File: src/rtl/pipeline_hazard_ctrl.sv
// Hazard controller for a five-stage pipeline: operand forwarding, load-use bubbles, branch
// flushes, and a data-memory wait handshake that latches a fault after too many wait cycles.
module pipeline_hazard_ctrl #(
  parameter int WAIT_TIMEOUT = 16,
  parameter int CNT_W        = 16
) (
  input  logic             clk,
  input  logic             rst,
  input  logic [4:0]       Rs1D,
  input  logic [4:0]       Rs2D,
  input  logic [4:0]       Rs1E,
  input  logic [4:0]       Rs2E,
  input  logic [4:0]       RdE,
  input  logic [1:0]       ResultSrcE,
  input  logic             PCSrcE,
  input  logic [4:0]       RdM,
  input  logic [4:0]       RdW,
  input  logic             RegWriteM,
  input  logic             RegWriteW,
  input  logic             dmem_req_M,
  input  logic             dmem_ready,
  output logic [1:0]       ForwardAE,
  output logic [1:0]       ForwardBE,
  output logic             StallF,
  output logic             StallD,
  output logic             StallE,
  output logic             StallM,
  output logic             FlushD,
  output logic             CLR_E,
  output logic             fault,
  output logic [CNT_W-1:0] stall_cnt,
  output logic [CNT_W-1:0] flush_cnt
);

  localparam int WC_W = (WAIT_TIMEOUT < 1) ? 1 : $clog2(WAIT_TIMEOUT + 1);
  localparam logic [WC_W-1:0]  WAIT_LIMIT = WC_W'(WAIT_TIMEOUT);
  localparam logic [WC_W-1:0]  WC_ONE     = WC_W'(1);
  localparam logic [CNT_W-1:0] CNT_ONE    = CNT_W'(1);
  localparam logic [CNT_W-1:0] CNT_MAX    = '1;

  typedef enum logic [1:0] {
    ST_RUN   = 2'd0,
    ST_WAIT  = 2'd1,
    ST_FAULT = 2'd2
  } state_e;

  state_e            state_q, state_d;
  logic [WC_W-1:0]   wait_cnt_q, wait_cnt_d;
  logic [CNT_W-1:0]  stall_cnt_q, stall_cnt_d;
  logic [CNT_W-1:0]  flush_cnt_q, flush_cnt_d;

  logic              lw_stall;
  logic              mem_wait;
  logic              stall_any;
  logic [4:0]        rs_e    [2];
  logic [1:0]        fwd_sel [2];

  assign lw_stall = (ResultSrcE == 2'b01) && (RdE != 5'd0) &&
                    ((RdE == Rs1D) || (RdE == Rs2D));
  assign mem_wait = dmem_req_M && !dmem_ready;

  // Forwarding: the M-stage result is newer than W, so it takes priority.
  assign rs_e[0] = Rs1E;
  assign rs_e[1] = Rs2E;

  generate
    for (genvar gi = 0; gi < 2; gi++) begin : g_fwd
      assign fwd_sel[gi] = rst ? 2'b00 :
                           (RegWriteM && (RdM != 5'd0) && (RdM == rs_e[gi])) ? 2'b10 :
                           (RegWriteW && (RdW != 5'd0) && (RdW == rs_e[gi])) ? 2'b01 :
                           2'b00;
    end
  endgenerate

  assign ForwardAE = fwd_sel[0];
  assign ForwardBE = fwd_sel[1];

  always_comb begin
    StallF = 1'b0;
    StallD = 1'b0;
    StallE = 1'b0;
    StallM = 1'b0;
    FlushD = 1'b0;
    CLR_E  = 1'b0;
    if (rst) begin
      FlushD = 1'b1;
      CLR_E  = 1'b1;
    end else if ((state_q == ST_FAULT) || mem_wait) begin
      // Freeze the whole pipeline; pending branch or load-use action waits for memory.
      StallF = 1'b1;
      StallD = 1'b1;
      StallE = 1'b1;
      StallM = 1'b1;
    end else if (PCSrcE) begin
      FlushD = 1'b1;
      CLR_E  = 1'b1;
    end else if (lw_stall) begin
      StallF = 1'b1;
      StallD = 1'b1;
      CLR_E  = 1'b1;
    end
  end

  always_comb begin
    state_d    = state_q;
    wait_cnt_d = wait_cnt_q;
    case (state_q)
      ST_RUN: begin
        if (mem_wait) begin
          state_d    = ST_WAIT;
          wait_cnt_d = WC_ONE;
        end
      end
      ST_WAIT: begin
        // Leaving on !mem_wait also covers a request that is withdrawn without ready.
        if (!mem_wait) begin
          state_d    = ST_RUN;
          wait_cnt_d = '0;
        end else if (wait_cnt_q == WAIT_LIMIT) begin
          state_d = ST_FAULT;
        end else begin
          wait_cnt_d = wait_cnt_q + WC_ONE;
        end
      end
      ST_FAULT: state_d = ST_FAULT;
      default: begin
        state_d    = ST_RUN;
        wait_cnt_d = '0;
      end
    endcase
  end

  assign stall_any = StallF | StallD | StallE | StallM;

  always_comb begin
    stall_cnt_d = stall_cnt_q;
    flush_cnt_d = flush_cnt_q;
    if (stall_any && (stall_cnt_q != CNT_MAX)) stall_cnt_d = stall_cnt_q + CNT_ONE;
    if (CLR_E && (flush_cnt_q != CNT_MAX))     flush_cnt_d = flush_cnt_q + CNT_ONE;
  end

  always_ff @(posedge clk) begin
    if (rst) begin
      state_q     <= ST_RUN;
      wait_cnt_q  <= '0;
      stall_cnt_q <= '0;
      flush_cnt_q <= '0;
    end else begin
      state_q     <= state_d;
      wait_cnt_q  <= wait_cnt_d;
      stall_cnt_q <= stall_cnt_d;
      flush_cnt_q <= flush_cnt_d;
    end
  end

  assign fault     = (state_q == ST_FAULT);
  assign stall_cnt = stall_cnt_q;
  assign flush_cnt = flush_cnt_q;

endmodule

File: config.mk
export PLATFORM = sky130hd
export DESIGN_NAME = pipeline_hazard_ctrl
export DESIGN_NICKNAME = d
export VERILOG_FILES = /design/src/rtl/pipeline_hazard_ctrl.sv
export SDC_FILE = /design/constraint.sdc
export NUM_CORES = 1
export LEC_CHECK = 0
export CORE_MARGIN = 5
export CORE_UTILIZATION = 42
export CTS_CLUSTER_SIZE = 30
export DETAILED_ROUTE_END_ITERATION = 8
export HOLD_SLACK_MARGIN = 0.02
export PLACE_DENSITY = 0.78
export SETUP_SLACK_MARGIN = 0.15
export SLEW_MARGIN = 20
export SYNTH_ARGS = -nofsm -noshare
export SYNTH_HDL_FRONTEND = slang
export SYNTH_SLANG_ARGS = --single-unit
File: constraint.sdc
create_clock -name clk -period 3.1 [get_ports clk]
set_input_delay 0.93 -clock clk [delete_from_list [all_inputs] [get_ports clk]]
set_output_delay 0.93 -clock clk [all_outputs]
set_load 0.01 [all_outputs]
# After elaboration in Yosys (flattened, before gate mapping)
# Index checks and enable logic that the tools add are counted.
totals:
  reg_bits: 39
  inputBits: 44
op_classes:
  addsub: 3
  eq_ne: 15
  muxes: 26
  bitwise_logic: 3
  reduce_logical: 20
ops:
  columns: ["operator", "n"]
  rows:
  - ["16-bit by 1-bit adder with 16-bit output (second input constant)", 2]
  - ["16-bit inequality test (second input constant)", 2]
  - ["5-bit == test", 6]
  - ["5-bit two-way mux", 3]
  - ["5-bit one-hot mux with 3 select lines", 1]
  - ["5-bit nonzero test", 3]
  - ["1-bit two-way mux", 14]
  - ["2-bit two-way mux", 7]
  - ["1-bit logical AND", 11]
  - ["3-bit inequality test (second input constant)", 2]
  - ["2-bit one-hot mux with 3 select lines", 1]
  - ["5-bit by 1-bit adder with 5-bit output (second input constant)", 1]
  - ["5-bit == test (second input constant)", 1]
  - ["2-bit by 1-bit == test with 1-bit output (second input constant)", 2]
  - ["3-bit AND reduction", 1]
  - ["2-bit == test (second input constant)", 1]
  - ["2-bit zero test", 1]
  - ["1-bit logical OR", 2]
  - ["2-bit inequality test (second input constant)", 1]
  - ["1-bit OR", 2]
  - ["2-bit AND reduction", 1]
  - ["1-bit zero test", 1]
  - ["1-bit NOT", 1]

# Logic depth before layout (Yosys ltp)
# Gate-level depths: netlist of run 1.
logic_depth:
  ltp_word: 10
  depth_mapped: 9
  mapped_depth_nobuf: 8

# Worst setup path after synthesis of run 1
# Ideal clock, no wire load.
synth_path:
  path_kind: "input -> output"
  from: "in RdM[1]"
  to: "out ForwardBE[0]"
  arrival_time_ps: 2202
  required_time_ps: 2170
  setup_slack_ps: -32
  path_stages: 4
  n_path_buf: 0
  cell_sequence: "or4_1 -> o21ai_1 -> nor3_1 -> nor4_1"
synth_between:
  elab_chain_len: 5
synth_lines:
  columns: ["element", "line", "source"]
  rows:
  - ["from (decl)", "16", "input logic [4:0] RdM,"]
  - ["5-bit nonzero test", "69", "(RegWriteM && (RdM != 5'd0) && (RdM == rs_e[gi])) ? 2'b10 :"]
  - ["1-bit logical AND", "69", null]
  - ["1-bit logical AND (*)", "69", null]
  - ["2-bit two-way mux (*)", "69", null]
  - ["2-bit two-way mux (*)", "68", "assign fwd_sel[gi] = rst ? 2'b00 :"]
  - ["to (decl)", "23", "output logic [1:0] ForwardBE,"]
# Every way passes the cells marked *; elsewhere a longest branch is shown, timed or not.

# Worst setup path after layout of run 1
layout_path:
  from: "in RdM[2]"
  to: "out ForwardAE[0]"
layout_between:
  elab_chain_len: 5
layout_lines:
  columns: ["element", "line", "source"]
  rows:
  - ["5-bit nonzero test", "69", null]
  - ["1-bit logical AND", "69", null]
  - ["1-bit logical AND (*)", "69", null]
  - ["2-bit two-way mux (*)", "69", null]
  - ["2-bit two-way mux (*)", "68", null]
  - ["to (decl)", "22", "output logic [1:0] ForwardAE,"]
# Marks and branches as above.

==> results by group, run 1 <==
Synth
  • Synth Area per Inst: 8.21 µm²
  • Distinct cells, synth: 46
  • Post-synthesis sequential area ratio: a little under a third
  • Post-synth EDFFs: 0
  • Post-synth ARST share: 0%
  • Synth area leader: dfxtp_1
  • Yosys top cell area share: about a third
  • Post-synth top cells: dfxtp_1 (39), a21oi_1 (29), nand3_1 (22), xnor2_1 (22), nor2_1 (20)
  • Syn nets: 349
  • Most common cell in the netlist: dfxtp_1
  • Post-Syn Instances: 301
  • Synth area leaders: dfxtp_1 (32%), xnor2_1 (7.8%), a21oi_1 (5.9%)
  • Predominant post-synthesis flop cell: dfxtp_1
  • Mapped Area: ~0.0025 mm²
  • Yosys Warn Count: 0
  • Seq cells post-synth: 39

Timing
  • Fin Setup TNS: -0.356 ns
  • Final worst path period share: 105%
  • RSZ-0062 raised after global routing: true
  • Max transition margin: about two thirds
  • Setup violations, final: 3
  • Period minus WS final: between 3 and 4 ns
  • Hold Vio Cnt, Final: 0
  • Achievable frequency: between 300 and 400 MHz
  • Worst Tran Pin Value: between 0.5 and 0.6 ns
  • Clock skew: roughly 0.0042 ns
  • Worst Hold Slack: approximately 0.5 ns
  • Max-slew violations: 0
  • Fin worst setup slack: -0.142 ns

Floorplan
  • Die Y: between 80 and 90 µm
  • Placeable Area: a little under 0.006 mm²
  • Total I/O pin count: 87
  • Die X: around 87 µm
  • Die area: 0.00752 mm²
  • Site Rows: 28
  • Initial Util: 42.5%

Worst hold path
  • HP Start: stall_cnt[9]
  • Hold/Removal Path Class: reg -> reg

CTS
  • Clock Pin Slew Worst Setup and Hold Paths: 0.08 ns
  • Clk sink count: 39
  • Hold-fix buffers, CTS: 0
  • Total clock buffers created by CTS: 5
  • Worst-Skew Late Latency: 0.29 ns
  • CTS tree: done
  • H-tree depth: 2
  • Clock tree buffer depth: 2
  • Root Buffer: clkbuf_8

Outcome
  • Status: finished with violations
  • Failing checks: setup timing

Detailed routing
  • Pre-antenna DRT Iters: 4
  • Initial DRC Count: between 90 and 100
  • Post-detailed-route wirelength per cell: between 15 and 20 µm
  • Total Wirelength: 7870 µm
  • Routed vias: approximately 2,800
  • Vias per inst: 5.55
  • DRC: 0
  • Antenna-violating nets left: 0

Setup path
  • Startpoint Class: input pin
  • Critical Path Start: RdM[2]
  • Critical path class: in -> out
  • Crit-path cells: buf_6 -> or4_4 -> o21ai_4 -> buf_6 -> buf_6 -> nor3_2 -> nor3_2 -> buf_2
  • CP max-delay cell: or4_4
  • CP required: approximately 2.2 ns
  • Reg2reg start: stall_cnt[0]
  • CP max stage delay: 0.55 ns
  • Worst-path fanout max: 2
  • CP endpoint kind: primary output
  • Worst Path Arrival: approximately 2.3 ns
  • Crit-path most repeated cell: buf_6

Pwr
  • Final Power: approximately 1.2 mW
  • Maximum VDD drop: around 0.26 mV
  • Pleak: 1.48 nW
  • Pwr dens: between 300 and 400 mW/mm²

Placement
  • Post-DP Area: 0.00363 mm²
  • DP HPWL: between 5000 and 6000 µm
  • PortBufs: 86
  • Final Wtd Congestion: around 0.90
  • Worst slack at placement: -0.902 ns
  • Placed Cells: between 400 and 500

Global routing
  • First-pass GRT wire length: 12,300 µm
  • Gr usage total: about a fifth
  • Pin count of the biggest net entering global routing: 30
  • Initial antenna violation count: 0
  • Vias in the first global route: roughly 2,800
  • Gr ovfl total: 0

Finish
  • Nets: roughly 470
  • Layout area overhead: 57.4%
  • Fillers: between 400 and 500
  • Fin util: approximately two thirds
  • Post-Layout Inst Area: slightly below 0.004 mm²
  • Proportion of layout cells with a drive suffix above 1: ~28%
  • N_diodes: 0
  • Non-filler cells, final: about 500

Run
  • Max-cap violations: 0
[critical path: cells and delay by family]
family,cells,cell delay (ns)
AND/OR/NAND/NOR,3,0.74
AO/OA/AOI/OAI,1,0.17
buffers and inverters,4,0.47
[placed cells by master, fill, tap and decap left out, types with 4 or more instances in the layout]
master and instances:
buf_2 19, nand2_1 17, buf_4 39, ha_1 4, clkdlybuf4s50_1 37, inv_1 8
nand4_1 5, clkdlybuf4s15_1 7, xor2_1 11, o21ai_0 4, o21ai_1 11, a21oi_1 28
nor3_2 4, or3_1 12, or4_1 13, dfxtp_1 39, dlygate4sd2_1 10, nor2_1 19
buf_6 8, clkbuf_8 5, clkbuf_2 7, nor3_1 5, xnor2_1 14, o31ai_1 13
xnor2_2 8, dlymetal6s2s_1 4, nand3_1 19, and3_1 5
[timing repair]
action | CTS | global route
buffers inserted | 6 | 3
endpoints found under the setup margin | 10 | 10
pin swaps | 27 | 19
cloned | 0 | 0
gates resized for setup | 144 | 31
[power breakdown]
part           total, mW  internal, mW  switching, mW
combinational      0.274         0.143          0.132
sequential         0.517         0.508        0.00928
clock              0.432         0.240          0.192
total               1.22         0.890          0.333
[path summary, 6_finish.rpt]
| kind | end | slack (ns) | depth (start not counted) |
|---|---|---|---|
| worst max-delay path | ForwardAE[0] | -0.14 | 8 |
| worst min-delay path | stall_cnt[9] | 0.50 | 2 |
| worst max register to register | stall_cnt[3] | 0.75 | 8 |
| worst min register to register | stall_cnt[9] | 0.50 | 2 |
[cells by family after synthesis]
kind of cell,count (synthesis),share of synthesized area [%]
mux,5,2.28
compound gates,72,19.4
xor+xnor,33,11.7
buf+inv,22,5.06
simple gates,126,27.9
fa+ha+maj,4,2.03
flops,39,31.6
[registers in the layout (all words and copies together), names as in the netlist]
signal and count:
wait_cnt_q 5, flush_cnt 16, state_q 2, stall_cnt 16
[per-layer routing]
layer  GRT usage (%)  share of wire, %  wire length, µm  up-vias
met1            21.6                37             2880     1312
met3            5.99               6.5              510       14
li1                -                 -                -     1362
met5               0                 0                0        -
met2            37.4                55             4350       97
met4            6.52               1.7              131        0
[area by class of cell]
| cell class | count | area, µm² | area share [%] |
|---|---|---|---|
| multi-input cells | 240 | 1780 | 45.7 |
| repair buffers | 131 | 1090 | 28.1 |
| flip-flops and latches | 39 | 781 | 20.1 |
| well taps | 75 | 93.8 | 2.41 |
| clock buffers | 5 | 68.8 | 1.77 |
| clock inverters | 3 | 43.8 | 1.13 |
| inverters | 9 | 33.8 | 0.869 |
(Power assumes the default switching activity.)
==> run 2, diff against run 1 <==
--- a/config.mk
+++ b/config.mk
@@ -5,6 +5,7 @@
 export SDC_FILE = /design/constraint.sdc
 export NUM_CORES = 1
 export LEC_CHECK = 0
+export CAP_MARGIN = 25
 export CORE_MARGIN = 5
 export CORE_UTILIZATION = 42
 export CTS_CLUSTER_SIZE = 30
==> results of run 2 <==
The final DEF is identical to that of run 1; final timing and power are the same.
